$ cat src/rtl/fifo2_drain_serializer_if.sv
// Guarded-method bundle: upstream FIFO deq side (first/deq) plus the narrow downstream enq side.
interface fifo2_drain_serializer_if #(
    parameter int DW    = 32,
    parameter int WORDS = 3
);
    logic [WORDS*DW-1:0] in_first;
    logic                in_first_RDY;
    logic                in_deq_RDY;
    logic                in_deq_ENA;
    logic [DW-1:0]       out_enq_v;
    logic                out_enq_ENA;
    logic                out_enq_RDY;
    logic                busy;
    logic [31:0]         entries_done;

    modport master (
        input  in_first, in_first_RDY, in_deq_RDY, out_enq_RDY,
        output in_deq_ENA, out_enq_v, out_enq_ENA, busy, entries_done
    );

    modport slave (
        output in_first, in_first_RDY, in_deq_RDY, out_enq_RDY,
        input  in_deq_ENA, out_enq_v, out_enq_ENA, busy, entries_done
    );
endinterface

$ cat src/rtl/fifo2_drain_serializer.sv
// Pops one WORDS*DW entry from a guarded FIFO and replays it as DW-bit words, lowest first.
// Optional FIFO2_DRAIN_CSUM_EN appends an XOR checksum word after the data words.
module fifo2_drain_serializer #(
    parameter int DW    = 32,
    parameter int WORDS = 3
) (
    input logic                      CLK,
    input logic                      RST,
    fifo2_drain_serializer_if.master bus
);
    localparam int ENT_W = WORDS * DW;
    localparam int IDX_W = $clog2(WORDS + 1);
`ifdef FIFO2_DRAIN_CSUM_EN
    localparam int LAST = WORDS;
`else
    localparam int LAST = WORDS - 1;
`endif

    typedef enum logic {IDLE, SEND} state_t;

    state_t             state;
    logic [IDX_W-1:0]   idx;
    logic [ENT_W-1:0]   hold;
    logic [31:0]        done_cnt;
    logic [DW-1:0]      cur_word;
    logic               fire;
    logic               last_fire;
    logic               take;

`ifdef FIFO2_DRAIN_CSUM_EN
    localparam int PAT_REP = (DW + 31) / 32;
    localparam logic [32*PAT_REP-1:0] PAT_WIDE = {PAT_REP{32'hA5A5_A5A5}};
    localparam logic [DW-1:0] CSUM_PAT = PAT_WIDE[DW-1:0];

    function automatic logic [DW-1:0] csum_word(input logic [ENT_W-1:0] e);
        logic [DW-1:0] acc;
        acc = CSUM_PAT;
        for (int k = 0; k < WORDS; k++) acc ^= DW'(e >> (k * DW));
        return acc;
    endfunction
`endif

    always_comb begin
        cur_word = '0;
        for (int k = 0; k < WORDS; k++)
            if (idx == IDX_W'(k)) cur_word = DW'(hold >> (k * DW));
`ifdef FIFO2_DRAIN_CSUM_EN
        if (idx == IDX_W'(WORDS)) cur_word = csum_word(hold);
`endif
    end

    assign fire      = (state == SEND) && bus.out_enq_RDY;
    assign last_fire = fire && (idx == IDX_W'(LAST));
    // A new entry may be captured while the previous entry's last word leaves.
    assign take      = bus.in_first_RDY && bus.in_deq_RDY && ((state == IDLE) || last_fire);

    assign bus.in_deq_ENA   = take && !RST;
    assign bus.out_enq_ENA  = fire;
    assign bus.out_enq_v    = cur_word;
    assign bus.busy         = (state == SEND);
    assign bus.entries_done = done_cnt;

    always_ff @(posedge CLK) begin
        if (RST) begin
            state    <= IDLE;
            idx      <= '0;
            hold     <= '0;
            done_cnt <= '0;
        end else begin
            if (last_fire) done_cnt <= done_cnt + 32'd1;
            if (take) begin
                hold  <= bus.in_first;
                idx   <= '0;
                state <= SEND;
            end else if (last_fire) begin
                state <= IDLE;
            end else if (fire) begin
                idx <= idx + 1'b1;
            end
        end
    end
endmodule
$ cat src/flat_wrapper.sv
// flat-port wrapper written by rule: the top's interface ports become plain ports
module fifo2_drain_serializer_flat 
#(
    parameter int DW    = 32,
    parameter int WORDS = 3
)
  (CLK, RST, bus_in_first, bus_in_first_RDY, bus_in_deq_RDY, bus_out_enq_RDY, bus_in_deq_ENA, bus_out_enq_v, bus_out_enq_ENA, bus_busy, bus_entries_done);
  fifo2_drain_serializer_if #(.DW(DW), .WORDS(WORDS)) bus_i ();
  input logic CLK;
  input logic RST;
  input wire logic [$bits(bus_i.in_first)-1:0] bus_in_first;
  input wire logic [$bits(bus_i.in_first_RDY)-1:0] bus_in_first_RDY;
  input wire logic [$bits(bus_i.in_deq_RDY)-1:0] bus_in_deq_RDY;
  input wire logic [$bits(bus_i.out_enq_RDY)-1:0] bus_out_enq_RDY;
  output wire logic [$bits(bus_i.in_deq_ENA)-1:0] bus_in_deq_ENA;
  output wire logic [$bits(bus_i.out_enq_v)-1:0] bus_out_enq_v;
  output wire logic [$bits(bus_i.out_enq_ENA)-1:0] bus_out_enq_ENA;
  output wire logic [$bits(bus_i.busy)-1:0] bus_busy;
  output wire logic [$bits(bus_i.entries_done)-1:0] bus_entries_done;
  assign bus_i.in_first = bus_in_first;
  assign bus_i.in_first_RDY = bus_in_first_RDY;
  assign bus_i.in_deq_RDY = bus_in_deq_RDY;
  assign bus_i.out_enq_RDY = bus_out_enq_RDY;
  assign bus_in_deq_ENA = bus_i.in_deq_ENA;
  assign bus_out_enq_v = bus_i.out_enq_v;
  assign bus_out_enq_ENA = bus_i.out_enq_ENA;
  assign bus_busy = bus_i.busy;
  assign bus_entries_done = bus_i.entries_done;
  fifo2_drain_serializer #(.DW(DW), .WORDS(WORDS)) u_core (.CLK(CLK), .RST(RST), .bus(bus_i));
endmodule
$ cat config.mk
export PLATFORM = sky130hd
export DESIGN_NAME = fifo2_drain_serializer_flat
export DESIGN_NICKNAME = d
export VERILOG_FILES = /design/src/rtl/fifo2_drain_serializer_if.sv /design/src/rtl/fifo2_drain_serializer.sv /design/src/flat_wrapper.sv
export SDC_FILE = /design/constraint.sdc
export NUM_CORES = 1
export LEC_CHECK = 0
export BUFFER_PORTS_ARGS = -buffer_cell sky130_fd_sc_hd__buf_4
export CORE_UTILIZATION = 40
export DETAILED_ROUTE_END_ITERATION = 10
export GPL_ROUTABILITY_DRIVEN = 0
export HOLD_SLACK_MARGIN = 0.02
export SKIP_CTS_REPAIR_TIMING = 1
export SLEW_MARGIN = 20
export SYNTH_ARGS = -nofsm -noshare
export SYNTH_HDL_FRONTEND = slang
export SYNTH_SLANG_ARGS = --single-unit
$ cat constraint.sdc
create_clock -name CLK -period 2.9 [get_ports CLK]
set_clock_uncertainty 0.15 [all_clocks]
set_input_delay 0.435 -clock CLK [delete_from_list [all_inputs] [get_ports CLK]]
set_output_delay 0.435 -clock CLK [all_outputs]
set_load 0.02 [all_outputs]
### After elaboration in Yosys (flattened, before gate mapping)

Cells that the tools add are included.

* $mul: 0
* equality and inequality tests: 2
* add/subtract/negate cells: 2
* muxes and demuxes: 5
* shift operators: 0
* div/mod/pow operators: 0
* bitwise logic cells: 2
* reductions and logical operators: 11
* $lt $le $gt $ge: 0

Operators by type and width (number)
* 2-to-1 mux 32 bit: 3
* adder 32 x 1 -> 32 bit, second input constant: 1
* logical AND 1 bit: 5
* adder 2 x 1 -> 2 bit, second input constant: 1
* == test 2 x 1 -> 1 bit, second input constant: 1
* == test 2 bit, second input constant: 1
* zero test 2 bit: 1
* 2-to-1 mux 1 bit: 2
* inverter 1 bit: 2
* AND reduction 2 bit: 1
* nonzero test 2 bit: 1
* OR reduction 2 bit: 1
* zero test 1 bit: 1
* logical OR 1 bit: 1

* memories: 0
* bits in latches: 0
* bits of input ports: 101
* logic and storage cells: 26
* ROM bits: 0
* bits in registers: 131
* output and inout bits: 67
* RAM bits: 0

### Longest topological paths before layout

Gate-level depths: netlist (run 1).

* depth in word-level cells: 5
* depth in mapped cells: 9
* depth with buffers taken out: 7

### Least setup slack after synthesis (run 1)

Ideal clock, no wire load.

* path type: reg-to-output
* from: register u_core.idx[1]
* to: output port bus_out_enq_v[0]
* data arrival time: 1.623 ns
* path slack: 0.692 ns
* cell stages (with the launch flop): 7
* buffers on the path: 2
* cells stage by stage: dfxtp_1 -> inv_1 -> ha_1 -> clkbuf_1 -> buf_1 -> a21oi_1 -> o21ai_0

* word-level cells in the longest chain between the ends: 4
* elaborated cells between the ends (all ways): 6
* those cells by class: eq/ne (2); mux (3); reduce/logical (1)

RTL lines
* from (decl): RTL line fifo2_drain_serializer.sv:22 `logic [IDX_W-1:0] idx;`
* from (signal assigned): RTL line fifo2_drain_serializer.sv:78 `idx <= idx + 1'b1;`
* zero test 2 bit: RTL line fifo2_drain_serializer.sv:46 `if (idx == IDX_W'(k)) cur_word = DW'(hold >> (k * DW));`
* 2-to-1 mux 32 bit (2 in a row): RTL line fifo2_drain_serializer.sv:46
* 2-to-1 mux 32 bit (*): RTL line fifo2_drain_serializer.sv:46
* to (decl): RTL line flat_wrapper.sv:16 `output wire logic [$bits(bus_i.out_enq_v)-1:0] bus_out_enq_v;`

Mark *: on every way between the ends. The rest lies on a longest branch, timed or not.

### Worst setup path after layout (run 1)

* from: register u_core.idx[0]
* to: output port bus_out_enq_v[21]

The elaborated chain is that of the path after synthesis.

==> results of run 1 <==
[worst max-delay path by stage]
stage,from,endpoint,slack (ps),depth (start not counted)
final,u_core.idx[0]$_SDFFE_PP0P_,bus_out_enq_v[21],300,5
after global routing,u_core.idx[0]$_SDFFE_PP0P_,bus_out_enq_v[22],120,6
after CTS,u_core.idx[1]$_SDFFE_PP0P_,bus_out_enq_v[0],140,7
after detailed placement,u_core.idx[1]$_SDFFE_PP0P_,bus_out_enq_v[0],570,7
after global placement,u_core.idx[1]$_SDFFE_PP0P_,bus_out_enq_v[5],680,7
after floorplan,u_core.idx[1]$_SDFFE_PP0P_,bus_out_enq_v[0],690,6
[layer usage]
metal | GRT usage [%] | routed length (um) | vias up
li1 | - | - | 2859
met1 | 27.7 | 6920 | 2527
met2 | 31.5 | 6750 | 181
met3 | 6.65 | 1160 | 12
met4 | 6.48 | 146 | 0
met5 | 0 | 0 | -
[cells by family (layout without fill, tap and decap cells)]
logic type	after synthesis	after routing
flops	131	131
simple gates	393	393
buf+inv	57	214
compound gates	170	170
mux	2	2
xor+xnor	28	28
fa+ha+maj	4	4
[cells in the final DEF, fill, tap and decap left out, types with 2 or more instances in the layout]
master	n
nand2_1	270
buf_4	176
a21oi_1	133
dfxtp_1	131
nor2_1	66
o21ai_0	36
xor2_1	21
clkbuf_16	17
nand4_1	13
nand3_1	11
xnor2_1	7
nor3_1	6
or3_1	6
and2_1	5
and3_1	5
clkinv_2	5
inv_1	4
and4_1	4
clkbuf_8	3
bufinv_16	3
nand4_2	2
mux2i_1	2
ha_1	2
clkbuf_1	2
clkinvlp_4	2
buf_12	2
[registers in the layout, indices dropped and copies added (netlist names)]
| name | flops |
|---|---|
| u_core.bus.busy | 1 |
| u_core.bus.entries_done | 32 |
| u_core.hold | 96 |
| u_core.idx | 2 |
[cell type report]
| class | count | area, um2 | share of cell area [%] |
|---|---|---|---|
| clock buffer | 22 | 474 | 6.18 |
| inverter | 4 | 15.0 | 0.196 |
| sequential | 131 | 2620 | 34.2 |
| timing repair buffer | 178 | 1360 | 17.7 |
| multi-input combinational | 597 | 2840 | 37.1 |
| tap | 180 | 225 | 2.94 |
| clock inverter | 10 | 130 | 1.70 |
[per-stage QoR]
step	hold slack (ps)	cells
global placement	293	1090
floorplan	287	785
CTS	108	1122
finish	120	1122
detailed placement	297	1090
global route	107	1122
[worst min-delay path: stages]
cell and delay [ps]:
buf_4 110, nand2_1 40, a21oi_1 50
[where the power goes]
part / switching, mW / total [mW] / internal (mW)
clock: 0.749 / 2.16 / 1.41
sequential: 0.0339 / 1.90 / 1.87
combinational: 0.230 / 0.419 / 0.189
total: 1.01 / 4.48 / 3.47
==> impl_results.md, run 1 <==
- Final hold vios: 0
- Leak pwr: 3.13 nW
- Final core utilization: 55.5%
- Fraction of layout instances using a drive strength above 1: between 20% and 30%
- Final period utilization: approximately nine tenths
- Slack of the worst reg-to-reg path: between 800 and 900 ps
- Total power: 4.48 mW
- Critical R2R Launch: u_core.idx[0]$_SDFFE_PP0P_
- Y dimension of the die: approximately 120 um
- Number of global-route vias before repair: 5,049
- Proportion of register bits with asynchronous set or reset after synthesis: 0%
- Port Buffer Count: about 170
- Post-Synthesis Mean Instance Area: 7.19 um2
- Critical path type: reg -> out
- Fill count: approximately 1,300
- First-pass GRT wire length: about 24 mm
- Rel. slew slack: between 50 and 60%
- Buffers & Inverters on Critical Path: 3
- Proportion of synthesized area in mux cells: 0.355%
- Highest clock rate: 0.385 GHz
- Sequential-to-total area share from yosys stat: a little under half
- Largest area contributor in the synthesized netlist: dfxtp_1
- DP Wirelength: 10.1 mm
- Setup slack at placement: approximately 570 ps
- Type of the tightest min-delay check: in -> reg
- Instance count along the most critical hold path: 3
- Max Cap Viol: 0
- Cell types with the highest counts after synthesis: nand2_1 (270), a21oi_1 (134), dfxtp_1 (131)
- Result of the run: finished, final reports clean
- Final Worst Setup Slack: 301 ps
- Clk slew on worst S/H paths: approximately 60 ps
- Clock latency reported for the late side of the worst-skew pair: just over 400 ps
- Clock sink total: approximately 130
- Kind of launch point of the worst setup path: flop
- Most instantiated library cell after synthesis: nand2_1
- Maximum number of pins on one net before global-route repair: 132
- Number of buffers between clock root and the deepest sink: 2
- Final Routed Wirelength: around 15 mm
- Post-route minimum period: ~2600 ps
- Overall die area: approximately 15,000 um2
- Area growth from synthesis to layout: 35.9%
- Flops & latches, synth: 131
- Cell with the largest stage delay on the worst path: buf_4
- Number of buffers added by the clock tree synthesis step: 17
- Cell Area, Synth: 5650 um2
- Clock tree root driver cell: clkbuf_16
- Distinct cells, synth: 25
- Residual overflow from global routing: 0
- Synth Area in Compound Gates: 15.1%
- Finished Cell Area: between 7000 and 8000 um2
- Top area cells in the synthesized netlist: dfxtp_1 (46%), nand2_1 (18%), a21oi_1 (12%)
- Combinational family with the most area after synthesis: simple AND/OR/NAND/NOR gates
- Worst reg2reg path endpoint: u_core.bus.entries_done[3]$_SDFFE_PP0P_
- Global-route usage over all layers: 20.7%
- Final count of negative-setup-slack endpoints: 0
- Initial Util: 40.8%
- Count of flip-flops with a built-in enable after synthesis: 0
- Unrepaired setup endpoints after global routing: no
- Simple-gate share of the synthesized area: between 20 and 30%
- Total via count in the routed design: about 5,600
- Wirelength per Cell: around 13 um
- Number of violations reported at the end of detailed-routing iteration 0: roughly 480
- Dominant cell type by count on the critical path: buf_4
- Highest net fanout along the worst path: 66
- P per Cell Area: 584 nW/um2
- Synth Area in Adders: less than 1%
- Summed negative setup slack over all endpoints: 0 ps
- Hold wc startpoint: bus_in_first[48]
- Number of design rule violations left after detail routing: 0
- DRT Pass-1 Iters: 4
- Core outline area: between 10,000 and 15,000 um2
- Crit end category: output port
- Number of pins with negative max-slew slack in the final report: 0
- Net count reported at finish: roughly 1,000
- Post-synthesis xor/xnor area fraction: around 4.3%
- Peak supply drop: between 0.3 and 0.4 mV
- Critical path data required time: 2320 ps
- Number of standard cells after synthesis: between 700 and 800
- Total I/O pin count: around 170
- Worst R2R Path Depth: 6
- Delay of the slowest cell on the worst path: 480 ps
- Dominant register cell in the synthesized netlist: dfxtp_1
- Worst-Margin Slew: about 620 ps
- Die extent in x: between 100 and 150 um
- Number of antenna violations at the first check in global routing: 0
- Number of vias per cell: about 5.0
- Cell-by-cell listing of the critical path: inv_1 > ha_2 > buf_4 > o21ai_0 > buf_4
- Count of yosys warnings during synthesis: 0
- Destination of the worst hold path: u_core.hold[48]$_SDFFE_PP0P_
- TritonCTS clock tree: done
- Area share of the largest cell type after synthesis: between 40 and 50%
- Depth of the CTS H-tree: 4
- Category of cells accounting for the largest share of critical-path delay: buffers and inverters
- Arrival time at the worst endpoint: between 2000 and 2500 ps
- Antenna diode count: 0
- Post-Synthesis Net Count: 890
- Area of placed instances: 7060 um2
- Number of placement rows: between 40 and 50
- ANT nets after route: 0
No activity file was read; power rests on OpenSTA's default activity.
==> run 2: changes to the inputs <==
CORE_UTILIZATION = 37   (was 40)
==> run 2 against run 1 <==
The flow now finishes with violations (DRC). Maximum frequency shrank 2.2%. Clock power is 2% lower. Non-clock buffer count unchanged. Die area is 8.0% higher. Combinational power hardly changed. Power down 1.2%. First-iteration DRC count is 0.83% higher. Register-to-register slack lost 40 ps. Sequential share of layout area grew 0.089 points. Sequential cell count is the same.
==> impl_results.md, run 2 (synthesis results as in run 1) <==
- Result of the run: finished, violations left
- Violations in the final reports: DRC
- Instance count along the most critical hold path: 3 (unchanged)
- Initial Util: 38.4% (-2.4 points)
- Clk slew on worst S/H paths: 50 ps (about the same)
- Most congested layer reported by global routing: met2
- Cell with the largest stage delay on the worst path: buf_4
- Number of pins with negative max-slew slack in the final report: 0 (unchanged)
- Final Routed Wirelength: 15.6 mm (+3.9%)
- Clock latency reported for the late side of the worst-skew pair: 410 ps (about the same)
- DP Wirelength: 10.4 mm (+2.4%)
- Register with the highest flop count: u_core.hold
- Highest clock rate: 0.376 GHz (-2.2%)
- Summed negative setup slack over all endpoints: 0 ps (unchanged)
- Core outline area: 14,700 um2 (+6.3%)
- Number of buffers added by the clock tree synthesis step: 17 (unchanged)
- Highest net fanout along the worst path: 64 (-3.0%)
- Area growth from synthesis to layout: 35.5%
- GR Layer Usage met1: 26.4% (-1.3 points)
- Number of vias per cell: 4.87 (-2.0%)
- Unrepaired setup endpoints after global routing: no
- Commonest non-fill, non-tap cell in the layout: nand2_1
- Rel. slew slack: 46.8% (-12 points)
- Total I/O pin count: 168 (unchanged)
- Worst Hold Margin: 117 ps (-3.01 ps)
- Critical path startpoint: u_core.idx[0]$_SDFFE_PP0P_
- Residual overflow from global routing: 0 (unchanged)
- P per Cell Area: 578 nW/um2 (-0.90%)
- Number of design rule violations left after detail routing: 11 (+11)
- Y dimension of the die: 126 um (+3.9%)
- Port Buffer Count: 167 (unchanged)
- Number of violations reported at the end of detailed-routing iteration 0: 486 (+0.83%)
- Met2 routing resource usage after global routing: 30.2% (-1.4 points)
- Clock tree root driver cell: clkbuf_16
- Number of global-route vias before repair: 4,954 (-1.9%)
- Post-route minimum period: 2660 ps (+58.0 ps)
- Dominant cell type by count on the critical path: buf_4
- Type of the tightest min-delay check: in -> reg
- Die extent in x: 126 um (+3.9%)
- Number of antenna violations at the first check in global routing: 0 (unchanged)
- Worst reg2reg path endpoint: u_core.hold[93]$_SDFFE_PP0P_
- Maximum number of pins on one net before global-route repair: 76 (-42%)
- ANT nets after route: 0 (unchanged)
- Overall die area: 15,800 um2 (+8.0%)
- Total via count in the routed design: 5,481 (-1.8%)
- Clock sink total: 131 (unchanged)
- Peak supply drop: 0.347 mV (-9.4%)
- DRT Pass-1 Iters: 8 (+4)
- Cell-by-cell listing of the critical path: inv_1 > ha_2 > buf_4 > o21ai_0 > buf_4
- Antenna diode count: 0 (unchanged)
- Worst R2R Path Depth: 8 (+2)
- Kind of launch point of the worst setup path: flop
- Max Cap Viol: 0 (unchanged)
- Leak pwr: 3.11 nW (-0.56%)
- Final count of negative-setup-slack endpoints: 0 (unchanged)
- First-pass GRT wire length: 24.9 mm (+3.7%)
- Number of buffers between clock root and the deepest sink: 2 (unchanged)
- Critical path data required time: 2320 ps (about the same)
- Hold wc startpoint: bus_in_first[80]
- Global-route usage over all layers: 19.8% (-0.90 points)
- Number of placement rows: 44 (+2.3%)
- Final hold vios: 0 (unchanged)
- Flip-flop count of the largest register, all copies and words added: 96 (unchanged)
- Final period utilization: 91.6% (+2.0 points)
- Arrival time at the worst endpoint: 2070 ps (+60 ps)
- Commonest non-fill, non-tap cells in the layout: nand2_1 (270), buf_4 (176), a21oi_1 (133)
- Met3 GRT Util: 7.15% (+0.49 points)
- Crit end category: output port
- Depth of the CTS H-tree: 4 (unchanged)
- Critical path type: reg -> out
- Wirelength per Cell: 13.8 um (+3.7%)
- Destination of the worst hold path: u_core.hold[80]$_SDFFE_PP0P_
- Delay of the slowest cell on the worst path: 510 ps (+30 ps)
- TritonCTS clock tree: done
- Net count reported at finish: 1,034 (unchanged)
- Slack of the worst reg-to-reg path: 770 ps (-40 ps)
- Fraction of layout instances using a drive strength above 1: 22.8% (-0.082 points)
- Worst-Margin Slew: 797 ps (+177 ps)
- Critical R2R Launch: u_core.idx[0]$_SDFFE_PP0P_
[run 2: metrics by stage]
stage               setup WS (ps)  power [mW]  utilization [%]  cells  cell area [um2]
finish                        243        4.43             52.1   1125             7650
global route                 80.1        4.62             52.1   1125             7650
CTS                           208        4.48             52.1   1125             7650
detailed placement            671        2.36             48.0   1094             7060
global placement              672        2.36             48.0   1094             7060
floorplan                     692        2.15                -    785             5650
[run 2: area by class of cell]
class	instances	area [um2]
sequential	131	2620
multi-input combinational	597	2830
inverter	4	15.0
clock buffer	23	488
tap	184	230
timing repair buffer	178	1360
fill	1465	7050
clock inverter	8	101
[run 2: power by group]
part           internal (mW)  switching (mW)
clock                   1.35           0.759
combinational          0.187           0.233
sequential              1.86          0.0327
[run 2: worst max-delay path, delay by kind of cell (launching register included)]
kind | cells | cell delay (ps)
AO/OA/AOI/OAI | 1 | 290
adder cells (fa/ha/maj) | 1 | 220
buffers and inverters | 3 | 820
flip-flops | 1 | 330
[run 2: worst max path at each step]
stage / endpoint / cells past startpoint
after floorplan: bus_out_enq_v[0] / 6
after global placement: bus_out_enq_v[22] / 6
after detailed placement: bus_in_deq_ENA / 7
after CTS: bus_in_deq_ENA / 7
after global routing: bus_out_enq_v[22] / 5
final: bus_out_enq_v[22] / 5
[run 2: metal layers]
metal / routed length [um] / vias to the layer above
met4: 108 / 0
met5: 0 / -
met3: 1020 / 8
met1: 7450 / 2486
li1: - / 2872
met2: 6980 / 115
